<file path="src/rtl/chs_conf_encoder.sv">
// -----------------------------------------------------------------------------
// chs_conf_encoder
//
// Produces the 8-bit chs_conf word for the climate-system mode/power decoder.
// A mode/power request taken over a valid/ready handshake is reached by
// walking the word one step at a time:
//   - power moves toward the target,
//   - a mode change always ramps down to power 0, flips the mode bit while
//     power is 0, then ramps up to the new target.
// Every change of the word is flagged by a one-cycle conf_strobe.
//
// chs_conf layout: [7] mode (1 = heat), [6] enable (power != 0),
//                  [5:4] change counter, [3:0] power.
//
// Build option (macro CHS_SOFTSTART_EN):
//   defined   : power moves one level every RAMP_DIV cycles.
//   undefined : each ramp phase completes in a single cycle, jumping straight
//               to its floor/target; the divider counter does not exist.
//
// Parameters:
//   RAMP_DIV   clock cycles between consecutive power steps (1..255)
//   MAX_POWER  highest power level emitted; larger requests are clamped
//
// Ports:
//   clk          system clock, rising edge
//   rst          asynchronous active-high reset
//   req_valid    request present
//   req_ready    encoder can accept a request (high only in IDLE)
//   req_mode     requested mode, 1 = heat, 0 = cool
//   req_power    requested power level 0..15
//   chs_conf     encoded configuration word (registered)
//   conf_strobe  one-cycle pulse in each cycle chs_conf changed (registered)
//   busy         high whenever the sequencer is not in IDLE
// -----------------------------------------------------------------------------
module chs_conf_encoder #(
   parameter int RAMP_DIV  = 4,
   parameter int MAX_POWER = 15
) (
   input  logic       clk,
   input  logic       rst,
   input  logic       req_valid,
   output logic       req_ready,
   input  logic       req_mode,
   input  logic [3:0] req_power,
   output logic [7:0] chs_conf,
   output logic       conf_strobe,
   output logic       busy
);

   typedef enum logic [1:0] {
      IDLE      = 2'd0,
      RAMP_DOWN = 2'd1,
      SWITCH    = 2'd2,
      RAMP_UP   = 2'd3
   } state_t;

   localparam logic [3:0] MAX_POWER_C = 4'(MAX_POWER);

`ifdef CHS_SOFTSTART_EN
   // Last count value of the step divider; a step happens on its wrap.
   localparam logic [7:0] DIV_LAST_C = 8'(RAMP_DIV - 1);
`endif

   // Assemble the configuration word; the counter field carries the number
   // of earlier updates (mod 4), so the very first update shows 2'b00.
   function automatic logic [7:0] encode_word(input logic       mode,
                                              input logic [3:0] power,
                                              input logic [1:0] cnt);
      return {mode, (power != 4'd0), cnt, power};
   endfunction

   state_t     state_q,      state_d;
   logic       cur_mode_q,   cur_mode_d;
   logic [3:0] cur_power_q,  cur_power_d;
   logic       tgt_mode_q,   tgt_mode_d;
   logic [3:0] tgt_power_q,  tgt_power_d;
   logic [1:0] seq_q,        seq_d;
   logic [7:0] chs_conf_q,   chs_conf_d;
   logic       strobe_q,     strobe_d;
`ifdef CHS_SOFTSTART_EN
   logic [7:0] div_cnt_q,    div_cnt_d;
`endif

   logic [3:0] req_clamp_s;
   logic [3:0] floor_s;
   logic [3:0] down_power_s;
   logic [3:0] up_power_s;
   logic       step_s;
   logic       mode_diff_s;

   // Per-step helpers: clamp, ramp-down floor, next power levels, step enable.
   always_comb begin
      req_clamp_s = (req_power > MAX_POWER_C) ? MAX_POWER_C : req_power;
      mode_diff_s = (tgt_mode_q != cur_mode_q);
      // A pending mode change must reach 0 before the mode bit may flip.
      floor_s     = mode_diff_s ? 4'd0 : tgt_power_q;
`ifdef CHS_SOFTSTART_EN
      step_s       = (div_cnt_q == DIV_LAST_C);
      down_power_s = cur_power_q - 4'd1;
      up_power_s   = cur_power_q + 4'd1;
`else
      step_s       = 1'b1;
      down_power_s = floor_s;
      up_power_s   = tgt_power_q;
`endif
   end

   // Next-state and word-update logic of the sequencer.
   always_comb begin
      state_d     = state_q;
      cur_mode_d  = cur_mode_q;
      cur_power_d = cur_power_q;
      tgt_mode_d  = tgt_mode_q;
      tgt_power_d = tgt_power_q;
      seq_d       = seq_q;
      chs_conf_d  = chs_conf_q;
      strobe_d    = 1'b0;
`ifdef CHS_SOFTSTART_EN
      div_cnt_d   = div_cnt_q;
`endif

      case (state_q)
         IDLE: begin
            // req_ready is high throughout IDLE, so valid alone is a handshake.
            if (req_valid) begin
               tgt_mode_d  = req_mode;
               tgt_power_d = req_clamp_s;
`ifdef CHS_SOFTSTART_EN
               div_cnt_d   = 8'd0;
`endif
               if (req_mode != cur_mode_q) begin
                  if (cur_power_q != 4'd0) begin
                     state_d = RAMP_DOWN;
                  end else begin
                     state_d = SWITCH;
                  end
               end else if (req_clamp_s > cur_power_q) begin
                  state_d = RAMP_UP;
               end else if (req_clamp_s < cur_power_q) begin
                  state_d = RAMP_DOWN;
               end else begin
                  state_d = IDLE;
               end
            end else begin
               state_d = IDLE;
            end
         end

         RAMP_DOWN: begin
            if (step_s) begin
               cur_power_d = down_power_s;
               chs_conf_d  = encode_word(cur_mode_q, down_power_s, seq_q);
               seq_d       = seq_q + 2'd1;
               strobe_d    = 1'b1;
`ifdef CHS_SOFTSTART_EN
               div_cnt_d   = 8'd0;
`endif
               if (down_power_s == floor_s) begin
                  state_d = mode_diff_s ? SWITCH : IDLE;
               end else begin
                  state_d = RAMP_DOWN;
               end
            end else begin
`ifdef CHS_SOFTSTART_EN
               div_cnt_d = div_cnt_q + 8'd1;
`endif
               state_d   = RAMP_DOWN;
            end
         end

         SWITCH: begin
            // Power is 0 here, so the decoder sees the flip with output off.
            cur_mode_d = tgt_mode_q;
            chs_conf_d = encode_word(tgt_mode_q, cur_power_q, seq_q);
            seq_d      = seq_q + 2'd1;
            strobe_d   = 1'b1;
`ifdef CHS_SOFTSTART_EN
            div_cnt_d  = 8'd0;
`endif
            if (tgt_power_q != 4'd0) begin
               state_d = RAMP_UP;
            end else begin
               state_d = IDLE;
            end
         end

         RAMP_UP: begin
            if (step_s) begin
               cur_power_d = up_power_s;
               chs_conf_d  = encode_word(cur_mode_q, up_power_s, seq_q);
               seq_d       = seq_q + 2'd1;
               strobe_d    = 1'b1;
`ifdef CHS_SOFTSTART_EN
               div_cnt_d   = 8'd0;
`endif
               if (up_power_s == tgt_power_q) begin
                  state_d = IDLE;
               end else begin
                  state_d = RAMP_UP;
               end
            end else begin
`ifdef CHS_SOFTSTART_EN
               div_cnt_d = div_cnt_q + 8'd1;
`endif
               state_d   = RAMP_UP;
            end
         end

         default: begin
            state_d = IDLE;
         end
      endcase
   end

   // State, datapath and output registers.
   always_ff @(posedge clk or posedge rst) begin
      if (rst) begin
         state_q     <= IDLE;
         cur_mode_q  <= 1'b0;
         cur_power_q <= 4'd0;
         tgt_mode_q  <= 1'b0;
         tgt_power_q <= 4'd0;
         seq_q       <= 2'd0;
         chs_conf_q  <= 8'h00;
         strobe_q    <= 1'b0;
`ifdef CHS_SOFTSTART_EN
         div_cnt_q   <= 8'd0;
`endif
      end else begin
         state_q     <= state_d;
         cur_mode_q  <= cur_mode_d;
         cur_power_q <= cur_power_d;
         tgt_mode_q  <= tgt_mode_d;
         tgt_power_q <= tgt_power_d;
         seq_q       <= seq_d;
         chs_conf_q  <= chs_conf_d;
         strobe_q    <= strobe_d;
`ifdef CHS_SOFTSTART_EN
         div_cnt_q   <= div_cnt_d;
`endif
      end
   end

   // Handshake and status come straight from the state register.
   assign req_ready   = (state_q == IDLE);
   assign busy        = (state_q != IDLE);
   assign chs_conf    = chs_conf_q;
   assign conf_strobe = strobe_q;

endmodule
</file>
<file path="config.mk">
export PLATFORM = sky130hd
export DESIGN_NAME = chs_conf_encoder
export DESIGN_NICKNAME = d
export VERILOG_FILES = /design/src/rtl/chs_conf_encoder.sv
export SDC_FILE = /design/constraint.sdc
export NUM_CORES = 1
export LEC_CHECK = 0
export ABC_AREA = 1
export BUFFER_PORTS_ARGS = -buffer_cell sky130_fd_sc_hd__buf_2
export CORE_UTILIZATION = 40
export CTS_CLUSTER_DIAMETER = 200
export CTS_CLUSTER_SIZE = 25
export DETAILED_ROUTE_END_ITERATION = 8
export PLACE_DENSITY = 0.63
export SLEW_MARGIN = 5
export SYNTH_ARGS = -nofsm -noshare
export SYNTH_HDL_FRONTEND = slang
export SYNTH_SLANG_ARGS = --single-unit
export TNS_END_PERCENT = 20
</file>
<file path="constraint.sdc">
create_clock -name clk -period 1.2 [get_ports clk]
set_input_delay 0.24 -clock clk [delete_from_list [all_inputs] [get_ports clk]]
set_output_delay 0.24 -clock clk [all_outputs]
set_load 0.05 [all_outputs]
</file>
[Word-level counts from Yosys, hierarchy flattened]
Index checks and enable logic that the tools add are counted.
W data, S select, Z words.
Word-level totals
  register bits: 23
  input bits: 8
  logic and storage cells: 39
Operators by class
  add/sub/neg operators: 1
  order comparisons: 3
  equal/unequal tests: 5
  multiplexer cells: 13
  reductions and logical operators: 9
Operators by type and width (count)
  $pmux W8 S3: 1
  $mux W2: 6
  $reduce_bool A4 Y1: 3
  $mux W4: 2
  $pmux W2 S4: 1
  $pmux W4 S2: 1
  $eq A2 B2 Y1 const B: 2
  $gt A4 B4 Y1: 1
  $gt A4 B4 Y1 const B: 1
  $lt A4 B4 Y1: 1
  $reduce_bool A2 Y1: 2
  $reduce_bool A3 Y1: 1
  $reduce_or A3 Y1: 1
  $add A2 B1 Y2 const B: 1
  $eq A2 B1 Y1 const B: 1
  $logic_not A2 Y1: 1
  $mux W1: 2
  $ne A1 B1 Y1: 2
  $reduce_and A2 Y1: 1

[Depth between registers and ports, before layout]
  depth in word-level cells: 8
  depth in mapped cells: 11

[Least setup slack after synthesis]
OpenSTA, ideal clock, no wires.
  path kind: reg-to-reg
  start: register cur_power_q[3]
  end: register state_q[1]
  arrival: 1.076 ns
  path slack: 0.008 ns
  stages on the path, launching flop included: 10
  buffers on the path: 0
  path through: dfrtp_1 -> inv_1 -> ha_1 -> nand2_1 -> nor2_1 -> nor2_1 -> nand2_1 -> nand2_1 -> nand2_1 -> nand2_1
On the way
  longest elaborated chain between the ends: 5
  elaborated cells on any way between the ends: 7
  those cells by class: order compare: 1; mux: 5; reduce/logical: 1
Ends and longest elaborated chain
  from (decl): line 74  | logic [3:0] cur_power_q, cur_power_d;
  from (signal assigned): line 232  | cur_power_q <= cur_power_d;
  $gt A4 B4 Y1 / $reduce_bool A4 Y1 (equally long branches): line 137, 132
  $mux W2, on equally long branches: line 137, 132
  $mux W2 (*): line 131  | if (req_mode != cur_mode_q) begin
  $mux W2 (*): line 125  | if (req_valid) begin
  $pmux W2 S4 (*): line 122  | case (state_q)
  net state_d[1]: line 72  | state_t state_q, state_d;
  to (signal assigned): line 230  | state_q <= state_d;
  to (decl): line 72
Mark *: on every way through the listed nets, which the timed path passes. The rest lies on a longest branch.
A chain may end at the register's enable or synchronous reset.

[Worst setup path in the final report]
  start: register state_q[1]
  end: output busy
On the way
  longest elaborated chain between the ends: 1
Ends and longest elaborated chain
  $reduce_bool A2 Y1: line 246  | assign busy = (state_q != IDLE);
  to (decl): line 47  | output logic busy
Every way passes these cells.

==> flow_metrics.py <==
metrics = {
    "grt": {
        "grt_use_total_pct": 16.79,
        "grt_max_degree": 24,
        "overflow": 0,
        "grt_pass1_vias": 967,
        "antenna_found_initial": 0,
        "grt_pass1_wl_um": 4181,
    },
    "cts": {
        "clock_latency_ns": 0.32,
        "cts.sinks": 23,
        "clockRootBuffer": "clkbuf_4",
        "cts_made_buffers": 3,
        "clk_path_buf_depth": 2,
        "path_clk_slew_ns": 0.12,
        "htree_num_levels": 1,
        "cts_tree": "built",
    },
    "logic_synthesis": {
        "yosysSeqAreaShare_pct": 47.33,
        "synth-warning-count": 0,
        "synth_seq_cells": 23,
        "synth_area_leaders": "dfrtp_1 (47%), nand2_1 (15%), inv_1 (6.2%), ha_1 (4.1%), nand4_1 (3.1%)",
        "synth_cells": 145,
        "synth_top_area_share_pct": 47.33,
        "synth_area_um2": 1216,
        "synth_area_leader_cell": "dfrtp_1",
        "synth_nets": 157,
        "avgSynthCellArea_um2": 8.387,
        "synth.distinct_cells": 24,
    },
    "worst_setup_path": {
        "crit_type": "register to output port",
        "endpoint_kind": "output port",
        "critPathMaxFanout": 4,
        "start_kind": "register",
        "critPathRequiredTime_ns": 0.96,
        "arrival_ns": 1.13,
    },
    "floorplanning": {
        "core_area_um2": 2829,
        "die_w_um": 57.14,
        "die_y_um": 57.14,
        "die_area_um2": 3265,
        "ioPinCount": 19,
        "initial_core_util_pct": 42.99,
        "rows": 19,
    },
    "layout": {
        "final_common_cell": "nand2_1",
        "final_nets": 188,
        "antenna_cells": 0,
        "drive_gt1_share_pct": 34.86,
        "layout_common_cells": "nand2_1 (42), dfrtp_1 (22), inv_1 (15), nor2_1 (10)",
        "fin_cells": 206,
        "nFillCells": 271,
        "multi_input_area_um2": 581.8,
        "area_growth_pct": 25.51,
        "seq_area_um2": 576.8,
    },
    "drt": {
        "drc_errors": 6,
        "viasPerCell": 4.903,
        "ant_nets": 0,
        "routed_wl_um": 2374,
        "wl_per_cell_um": 11.52,
        "drt_iter0_markers": 38,
        "dr_total_vias": 1010,
        "first_pass_iters": 6,
    },
    "timing": {
        "final-setup-viol-count": 6,
        "slew_violations": 0,
        "fin_crit_sh_pct": 114.5,
        "fin_crit_ns": 1.374,
        "final-hold-violation-count": 0,
        "max_slew_margin_pct": 81.16,
        "clock_skew_ns": 0.004467,
        "worst_pin_slew_ns": 0.2825,
        "rsz0062_at_grt": "yes",
        "whs_ns": 0.1723,
        "max_freq_mhz": 727.9,
        "setup_ws_ns": -0.1738,
    },
    "placement": {
        "dp_worst_setup_slack_ns": -0.05793,
        "portBuffers": 18,
        "dp_hpwl_um": 1784,
        "dp.cells": 199,
        "gp_congestion": 0.8640,
    },
    "power_and_ir_drop": {
        "vdd_drop_max_v": 0.0007992,
        "p_sw_mw": 2.315,
        "comb_power_share_pct": 62.2,
        "p_seq_share_pct": 30.2,
        "switching_share_pct": 49.53,
        "p_clk_share_pct": 7.6,
        "p_per_area_nw_per_um2": 3061,
        "internal_power_mw": 2.358,
        "leakage_nw": 0.7880,
    },
    "worst_hold_path": {
        "min_path_type": "input pin to register",
    },
    "run_status": {
        "violations": "DRC, setup timing",
        "outcome": "finished, violations left",
    },
    "job": {
        "maxCapViolCount": 0,
    },
}
==> state kept, by name (all words and copies together), names as in the netlist <==
| register | cells |
|---|---|
| cur_mode_q | 1 |
| tgt_mode_q | 1 |
| cur_power_q | 4 |
| chs_conf | 8 |
| state_q | 2 |
| tgt_power_q | 4 |
| seq_q | 2 |
| conf_strobe | 1 |
==> worst max-delay path: stages, from the launching register on <==
cell and delay [ns]:
dfrtp_2 0.46, nor2_4 0.16, inv_4 0.05, buf_8 0.14
==> cell usage after synthesis, drive strengths merged <==
| cell | count |
|---|---|
| nand2 | 52 |
| dfrtp | 23 |
| a21o | 1 |
| xor2 | 1 |
| ha | 4 |
| o22ai | 1 |
| nand4 | 6 |
| nand3b | 1 |
| nor2 | 13 |
| inv | 23 |
| o21ai | 6 |
| a21oi | 3 |
| xnor2 | 1 |
| o211ai | 3 |
| buf | 2 |
| nand3 | 5 |
==> per-layer routing <==
metal,global-route usage (%),part of all wire (%),up-vias
li1,-,-,526
met1,21.59,46,451
met2,28.07,48,28
met3,1.587,3.6,5
met4,9.059,2.4,0
met5,0,0,-
==> stage by stage <==
step | utilization (%) | area, µm² | TNS, ns | power (mW)
after floorplan | - | 1216 | 0 | 3.394
after global placement | 49.05 | 1388 | -0.01510 | 3.967
after detailed placement | 49.05 | 1388 | -0.07033 | 4.014
after CTS | 51.61 | 1460 | -0.5189 | 4.535
after global routing | 53.96 | 1526 | -1.077 | 5.058
final | 53.96 | 1526 | -0.4401 | 4.673
==> final timing paths <==
| check | from | end | slack [ns] | depth (start not counted) |
|---|---|---|---|---|
| min reg2reg | chs_conf[7] | chs_conf[7] | 0.49 | 2 |
| min | req_power[1] | tgt_power_q[1] | 0.17 | 3 |
| min in group asynchronous | rst | conf_strobe | 0.49 | 4 |
| max reg2reg | state_q[0] | state_q[1] | -0.03 | 7 |
| max | state_q[1] | busy | -0.17 | 3 |
| max in group asynchronous | rst | state_q[1] | 0.47 | 4 |
==> repair_timing <==
action | 4_1_cts | 5_1_grt
hold endpoints to repair | 23 | 0
pin swaps | 2 | 3
gates resized for setup | 7 | 20
hold buffers | 1 | 0
setup buffers | 2 | 0
setup endpoints to repair | 5 | 22
==> cells by family (layout without fill, tap and decap cells) <==
group | count (synthesis) | count (layout) | share of synthesized area (%)
compound gates | 14 | 14 | 8.436
fa+ha+maj | 4 | 4 | 4.115
flops | 23 | 23 | 47.32
xor+xnor | 2 | 2 | 1.441
buf+inv | 25 | 55 | 8.950
simple gates | 77 | 77 | 29.73
==> layout make-up <==
| type | count | share of cell area, % |
|---|---|---|
| Multi-Input combinational cell | 97 | 38.11 |
| Inverter | 23 | 5.820 |
| Sequential cell | 23 | 37.79 |
| Tap cell | 31 | 2.541 |
| Clock buffer | 4 | 1.721 |
| Timing Repair Buffer | 28 | 14.02 |
==> power by group through the flow <==
stage,logic (mW),clock network (mW),registers (mW)
floorplan,1.53,0,1.87
global placement,2.56,0,1.40
detailed placement,2.60,0,1.41
CTS,2.78,0.364,1.39
global route,3.21,0.384,1.46
finish,2.90,0.356,1.41
Note: power is estimated with default switching activity, not from simulation.
